$ cat config.mk
export PLATFORM = sky130hd
export DESIGN_NAME = task_dispatcher
export DESIGN_NICKNAME = d
export VERILOG_FILES = /design/src/rtl/gpu_pkg.sv /design/src/rtl/sync_fifo.sv /design/src/rtl/task_dispatcher.sv
export SDC_FILE = /design/constraint.sdc
export NUM_CORES = 1
export LEC_CHECK = 0
export CAP_MARGIN = 5
export CORE_ASPECT_RATIO = 1.2
export CORE_MARGIN = 5
export CORE_UTILIZATION = 42
export CTS_CLUSTER_SIZE = 40
export DETAILED_ROUTE_END_ITERATION = 10
export GPL_TIMING_DRIVEN = 0
export PLACE_DENSITY = 0.71
export SLEW_MARGIN = 10
export SYNTH_ARGS = -nofsm -noshare
export SYNTH_HDL_FRONTEND = slang
export SYNTH_HIERARCHICAL = 1
export SYNTH_SLANG_ARGS = --single-unit
$ cat constraint.sdc
create_clock -name clk -period 5.1 [get_ports clk]
set_clock_uncertainty 0.1 [all_clocks]
set_input_delay 1.53 -clock clk [delete_from_list [all_inputs] [get_ports clk]]
set_output_delay 1.53 -clock clk [all_outputs]
set_load 0.01 [all_outputs]
$ cat src/rtl/gpu_pkg.sv
// rtl/gpu_pkg.sv - shared task descriptor types for the dispatcher and processor cores
package gpu_pkg;

  localparam int PC_W   = 16;
  localparam int TID_W  = 8;
  localparam int TASK_W = PC_W + TID_W;

  typedef struct packed {
    logic [PC_W-1:0]  pc;
    logic [TID_W-1:0] tid;
  } task_t;

endpackage

$ cat src/rtl/sync_fifo.sv
// rtl/sync_fifo.sv - single-clock FIFO with registered count/full/empty and synchronous flush
module sync_fifo #(
  parameter int WIDTH = 24,
  parameter int DEPTH = 8
) (
  input  logic                     clk,
  input  logic                     rst,
  input  logic                     flush,
  input  logic                     push,
  input  logic                     pop,
  input  logic [WIDTH-1:0]         wdata,
  output logic [WIDTH-1:0]         rdata,
  output logic [$clog2(DEPTH):0]   count,
  output logic                     full,
  output logic                     empty
);

  localparam int AW = $clog2(DEPTH);

  logic [WIDTH-1:0] mem [DEPTH];
  logic [AW-1:0]    wr_ptr;
  logic [AW-1:0]    rd_ptr;
  logic [AW:0]      count_next;

  always_comb begin
    count_next = count + (AW+1)'(push) - (AW+1)'(pop);
  end

  assign rdata = mem[rd_ptr];

  // Storage is never reset; only the pointers define what is valid.
  always_ff @(posedge clk) begin
    if (push && !rst && !flush) begin
      mem[wr_ptr] <= wdata;
    end
  end

  always_ff @(posedge clk) begin
    if (rst || flush) begin
      wr_ptr <= '0;
      rd_ptr <= '0;
      count  <= '0;
      empty  <= 1'b1;
      full   <= 1'b0;
    end else begin
      if (push) wr_ptr <= wr_ptr + AW'(1);
      if (pop)  rd_ptr <= rd_ptr + AW'(1);
      count <= count_next;
      empty <= (count_next == '0);
      full  <= (count_next == (AW+1)'(DEPTH));
    end
  end

endmodule

$ cat src/rtl/task_dispatcher.sv
// rtl/task_dispatcher.sv - buffers task descriptors and hands each to one ready core, round-robin
module task_dispatcher #(
  parameter int NUM_CORES = 4,
  parameter int DEPTH     = 8,
  parameter int PC_W      = gpu_pkg::PC_W,
  parameter int TID_W     = gpu_pkg::TID_W
) (
  input  logic                     clk,
  input  logic                     rst,
  input  logic                     flush,
  input  logic                     in_valid,
  output logic                     in_ready,
  input  logic [PC_W-1:0]          in_pc,
  input  logic [TID_W-1:0]         in_tid,
  input  logic [NUM_CORES-1:0]     core_ready,
  output logic [NUM_CORES-1:0]     core_valid,
  output logic [PC_W-1:0]          out_pc,
  output logic [TID_W-1:0]         out_tid,
  output logic [$clog2(DEPTH):0]   count,
  output logic                     empty,
  output logic                     full,
  output logic [31:0]              dispatched
);

  localparam int IDX_W = $clog2(NUM_CORES);

  logic                   push;
  logic                   pop;
  logic                   rr_found;
  logic [IDX_W-1:0]       last_grant;
  logic [IDX_W-1:0]       grant_idx;
  logic [IDX_W:0]         cand;
  logic [PC_W+TID_W-1:0]  head;

  assign in_ready = !full && !rst && !flush;
  assign push     = in_valid && in_ready;
  assign pop      = |(core_valid & core_ready);
  assign {out_pc, out_tid} = head;

  sync_fifo #(
    .WIDTH (PC_W + TID_W),
    .DEPTH (DEPTH)
  ) u_fifo (
    .clk   (clk),
    .rst   (rst),
    .flush (flush),
    .push  (push),
    .pop   (pop),
    .wdata ({in_pc, in_tid}),
    .rdata (head),
    .count (count),
    .full  (full),
    .empty (empty)
  );

  // Search starts one past the last grant and wraps, so each ready core gets a turn.
  always_comb begin
    rr_found  = 1'b0;
    grant_idx = '0;
    cand      = '0;
    for (int k = 1; k <= NUM_CORES; k++) begin
      cand = {1'b0, last_grant} + (IDX_W+1)'(k);
      if (cand >= (IDX_W+1)'(NUM_CORES)) cand = cand - (IDX_W+1)'(NUM_CORES);
      if (!rr_found && core_ready[cand[IDX_W-1:0]]) begin
        rr_found  = 1'b1;
        grant_idx = cand[IDX_W-1:0];
      end
    end
  end

  // Offer is withheld during rst/flush so a core never latches a voided transfer.
  always_comb begin
    core_valid = '0;
    if (rr_found && !empty && !rst && !flush) begin
      core_valid[grant_idx] = 1'b1;
    end
  end

  always_ff @(posedge clk) begin
    if (rst) begin
      last_grant <= IDX_W'(NUM_CORES - 1);
      dispatched <= '0;
    end else if (flush) begin
      last_grant <= IDX_W'(NUM_CORES - 1);
    end else if (pop) begin
      last_grant <= grant_idx;
      dispatched <= dispatched + 32'd1;
    end
  end

endmodule

# Word-level counts from Yosys, hierarchy flattened
# Memory sizes are Yosys's and may differ from the RTL's. A register that Yosys moved wholly into a read port is not among the register bits.
# Index checks and enable logic that the tools add are counted.
dict set report op_classes {
  add_sub_neg 13
  multipliers 0
  div 0
  n_lt_le_gt_ge 10
  n_eq_ne 1
  shifts 0
  mux 27
  n_bitwise 2
  reduce_logical 24
}
# operator count
set op_table {}
lappend op_table {{adder 32 x 1 -> 32 bit, second input constant} 1}
lappend op_table {{2-to-1 mux 2 bit} 8}
lappend op_table {{< comparator 2 x 3 -> 1 bit, second input constant} 5}
lappend op_table {{>= comparator 3 bit, second input constant} 4}
lappend op_table {{logical AND 1 bit} 12}
lappend op_table {{2-to-1 mux 1 bit} 11}
lappend op_table {{binary-select mux 1 bit (select 2 bit)} 4}
lappend op_table {{subtractor 2 x 1 -> 2 bit, second input constant} 4}
lappend op_table {{logical NOT 1 bit} 7}
lappend op_table {{adder 2 x 2 -> 3 bit, second input constant} 2}
lappend op_table {{adder 3 x 1 -> 3 bit, second input constant} 2}
lappend op_table {{2-to-1 mux 3 bit} 2}
lappend op_table {{adder 4 x 1 -> 4 bit} 1}
lappend op_table {{bitwise AND 4 bit} 1}
lappend op_table {{== test 4 bit, second input constant} 1}
lappend op_table {{logical NOT 4 bit} 1}
lappend op_table {{2-to-1 mux 4 bit} 1}
lappend op_table {{OR reduction 4 bit} 1}
lappend op_table {{subtractor 4 x 1 -> 4 bit} 1}
lappend op_table {{adder 2 x 1 -> 3 bit, second input constant} 1}
lappend op_table {{adder 2 x 3 -> 3 bit, second input constant} 1}
lappend op_table {{demux 1 bit (select 2 bit)} 1}
lappend op_table {{>= comparator 2 x 1 -> 1 bit, second input constant} 1}
lappend op_table {{AND reduction 2 bit} 1}
lappend op_table {{other kinds (3)} 3}
dict set report totals {
  ff_bits 46
  latch_bits 0
  mem_bits_rw 192
  romBits 0
  inputBits 32
  out_inout_bits 67
  elab_cells 85
  mem_count 1
}
# memory words width rd rd_clocked_by_memory_dff wr line
set mem_list {}
lappend mem_list {u_fifo.mem 8 24 1 1 1 sync_fifo.sv:20} ;# logic [WIDTH-1:0] mem [DEPTH];

# Depth between registers and ports, before layout
dict set report depth {
  ltp_word 24
  mapped_depth 11
}

# Cells and area by module
# Netlist, hierarchy kept.
# mod instances cells_each area_per_inst_um2 seq_area_each_um2
set by_module_without_submodules {}
lappend by_module_without_submodules {sync_fifo 1 348 7923.8 6065.8}
lappend by_module_without_submodules {task_dispatcher 1 215 1784.2 680.7}

# Worst setup path after synthesis
# OpenSTA, ideal clock, no wires.
dict set report synth_path {
  path_kind {in2reg}
  from {input port rst}
  to {memory u_fifo.mem[0][0], enable pin}
  setup_time_ns 0.435
  arrival_ns 4.471
  t_required_ns 4.565
  setup_slack_ns 0.094
  path_stages 6
  path_cell_list {buf_2 > nor3_1 > and2_1 > inv_1 > or3_1 > nor3_1}
}
dict set report synth_between {
  elab_chain_len 8
}
# element line
set synth_lines {}
lappend synth_lines {{start: declaration} task_dispatcher.sv:9} ;# input logic rst,
lappend synth_lines {{logical NOT 1 bit} task_dispatcher.sv:35} ;# assign in_ready = !full && !rst && !flush;
lappend synth_lines {{logical AND 1 bit (2 in series)} task_dispatcher.sv:35}
lappend synth_lines {{named net in_ready} task_dispatcher.sv:12} ;# output logic in_ready,
lappend synth_lines {{logical AND 1 bit} task_dispatcher.sv:36} ;# assign push = in_valid && in_ready;
lappend synth_lines {{named net push} task_dispatcher.sv:27} ;# logic push;
lappend synth_lines {{logical AND 1 bit (2 in series)} sync_fifo.sv:33} ;# if (push && !rst && !flush) begin
lappend synth_lines {{2-to-1 mux 1 bit} sync_fifo.sv:33}
lappend synth_lines {{2-to-1 mux 1 bit (not written as such)} sync_fifo.sv:34} ;# mem[wr_ptr] <= wdata;
lappend synth_lines {{end: declaration} sync_fifo.sv:20}
# The timed path passes the listed nets, and every way through them passes these cells.

# Final worst setup path
dict set report layout_path {
  from {input port rst}
  to {output port core_valid[0]}
}
dict set report layout_between {
  elab_chain_len 4
}
# element line
set layout_lines {}
lappend layout_lines {{logical NOT 1 bit} task_dispatcher.sv:74} ;# if (rr_found && !empty && !rst && !flush) begin
lappend layout_lines {{logical AND 1 bit (2 in series)} task_dispatcher.sv:74}
lappend layout_lines {{2-to-1 mux 4 bit} task_dispatcher.sv:74}
lappend layout_lines {{end: declaration} task_dispatcher.sv:16} ;# output logic [NUM_CORES-1:0] core_valid,
# Every way passes these cells.

==> qor.csv <==
metric;value;unit
status;finished clean;
initial antenna violation count;1;
DP Worst Slack;-0.657;ns
Die Area;0.0263;sq mm
Clock Latency Late Sink;0.50;ns
# IOs;99;
CP max stage cell;clkdlybuf4s50_1;
post-detail-place hpwl;13500;um
DP Cell Count;983;
worst hold start;dispatched[26]$_SDFFE_PP0P_;
worst-margin pin slew;0.915;ns
Max rail drop VDD;0.193;mV
CTS Buf Count;25;
Final setup viols;0;
Reg clk slew, reported paths;0.05;ns
# fillers;1797;
share of cells above drive strength 1;21.8;%
Ys Warns;6;
Nets;737;
final worst slack;0.116;ns
synthesized flop and latch total;241;
Gate Count Post-Synth;563;
r2r worst-path depth;7;
HP Class;reg -> reg;
final antenna diode count;0;
die span in y;177;um
max cap viols;0;
total grt overflow;0;
H-tree depth;1;
crit path launch type;primary input;
largest net degree at the start of global routing;25;
Final Util;52.5;%
PortBufs;98;
setup TNS;0;ns
Routed Antenna Nets;0;
leading post-synthesis cells by cell area;edfxtp_1 (59%), mux4_2 (11%), dfxtp_1 (10%), mux2_2 (2.1%), mux2_4 (1.9%);
leak pwr;3.86;nW
Global Route Usage Sum;15.5;%
Routed Wire Length;20200;um
worst stage delay on the critical path;0.55;ns
fraction of registers with async set/reset;0;%
fmax;201;MHz
Worst Hold End;dispatched[26]$_SDFFE_PP0P_;
CTS tree;done;
mapped cell area;0.00971;sq mm
CTS sink cnt;241;
Pwr Total;3.92;mW
Hold Path Depth;2;
fin crit share;97.7;%
Post-synth EDFFs;192;
initial drt markers;270;
Initial Util;42.3;%
RSZ-0062 raised after global routing;false;
CP Launch Point;rst;
vias per std cell;5.33;
die width;149;um
post-synth top area share;59.4;%
fin cells;1030;
Distinct cells, synth;50;
per-cell routed wire length;19.7;um
vias in the first global route;6027;
num rows;61;
DR pass1 iterations;4;
main flop type after synthesis;edfxtp_1;
Design Area, Final;0.0121;sq mm
Root Buffer Master;clkbuf_16;
first-pass GRT wire length;32400;um
Via Count;5489;
RePlAce Congestion;0.856;
core area;0.0230;sq mm
CP cell instances;clkdlybuf4s50_1, buf_4, nor3_4, nand2_4, a21o_1, nor2_1, clkdlybuf4s50_1;
Hold WS;0.401;ns
CP required;3.47;ns
DR DRC count;0;
most frequent cell after synthesis;edfxtp_1;
Seq/Total Area, Yosys;69.5;%
R2R Path Start;u_fifo/full$_SDFF_PP0_;
FF-to-FF setup slack;2.15;ns
synthesis-to-finish area growth;24.2;%
synth cell count leaders;edfxtp_1 (192), dfxtp_1 (49), mux4_2 (48);
CP arrival;3.35;ns
syn_nets;603;
Clock Path Buffers;3;
dpl cell area;0.0112;sq mm
Crit. End Element;output port;
Power Dens Cells;325;mW/mm^2
FF/Latch Area;0.00675;sq mm
capturing point of the worst reg2reg path;u_fifo/mem[0][11]$_DFFE_PP_;
crit path max fanout;10;
area of the multi-input gates;0.00284;sq mm
syn_area_per_cell;17.2;sq um
Critical Setup Path Class;in -> out;
hold buffer count at cts;0;
top cell type by total area after synthesis;edfxtp_1;
fin crit period;4.98;ns
cell mode on critical path;clkdlybuf4s50_1;
Final Hold Viols;0;
Slew Viols, Final;0;
Max-Slew Margin vs Limit;38.9;%
-- layout by cell type (no fill, tap or decap), drive strengths merged, types with 11 or more instances in the layout --
master and n:
mux2 30, a21oi 18, clkbuf 41, nand3 12, or4 11, nor2 35
nor4 11, nand2 19, clkinv 12, inv 12, buf 22, clkdlybuf4s50 96
mux4 48, edfxtp 192, dfxtp 49
-- report_power, final --
part | internal [mW] | switching, mW | total [mW] | leakage [nW]
registers | 2.12 | 0.00317 | 2.13 | 2.12
logic | 0.0508 | 0.0533 | 0.104 | 1.35
clock network | 0.992 | 0.696 | 1.69 | 0.388
-- cell type report --
type / instances / share of cell area [%]
well taps: 315 / 3.27
flip-flops and latches: 241 / 55.9
clock buffers: 31 / 5.62
clock inverters: 14 / 0.840
plain buffers: 22 / 1.18
multi-input cells: 286 / 23.6
repair buffers: 108 / 9.14
inverters: 13 / 0.436
-- what timing repair did --
action	in CTS	in global routing
setup endpoints to repair	4	2
pin swaps	2	1
resized for setup	6	3
setup buffers	3	0
-- worst max path at each step --
stage	to	cells past startpoint
floorplan	u_fifo/mem[0][0]$_DFFE_PP_	6
global placement	u_fifo/mem[0][7]$_DFFE_PP_	7
detailed placement	core_valid[3]	8
CTS	core_valid[2]	8
global route	core_valid[0]	7
finish	core_valid[0]	7
-- critical path, delay by kind of cell --
| family | cells | cell delay, ns |
|---|---|---|
| buffers and inverters | 3 | 1.24 |
| AND/OR/NAND/NOR | 3 | 0.42 |
| AO/OA/AOI/OAI | 1 | 0.17 |
-- logic make-up (layout without fill, tap and decap cells) --
group	after synthesis	in the layout	share of synthesized area, %
adder cells (fa/ha/maj)	8	8	1.11
AO/OA/AOI/OAI	47	47	3.13
buffers and inverters	36	188	1.98
AND/OR/NAND/NOR	137	137	7.71
multiplexers	82	82	15.5
flip-flops	241	241	69.5
XOR/XNOR	12	12	1.08
-- registers in the layout, summed over array words and instances, names as in the netlist, named ones only --
name	flops
u_fifo/mem	192
u_fifo/empty	1
dispatched	32
u_fifo/rd_ptr	3
u_fifo/wr_ptr	3
last_grant	2
u_fifo/full	1
u_fifo/count	4
-- layer usage --
layer	up-vias	track usage (%)	routed length [um]
met5	-	0	13
met2	191	27.6	10500
met1	2749	19.1	8070
met3	29	3.41	1340
met4	2	4.39	322
li1	2518	-	-
Power figures use the tool's default switching activity.
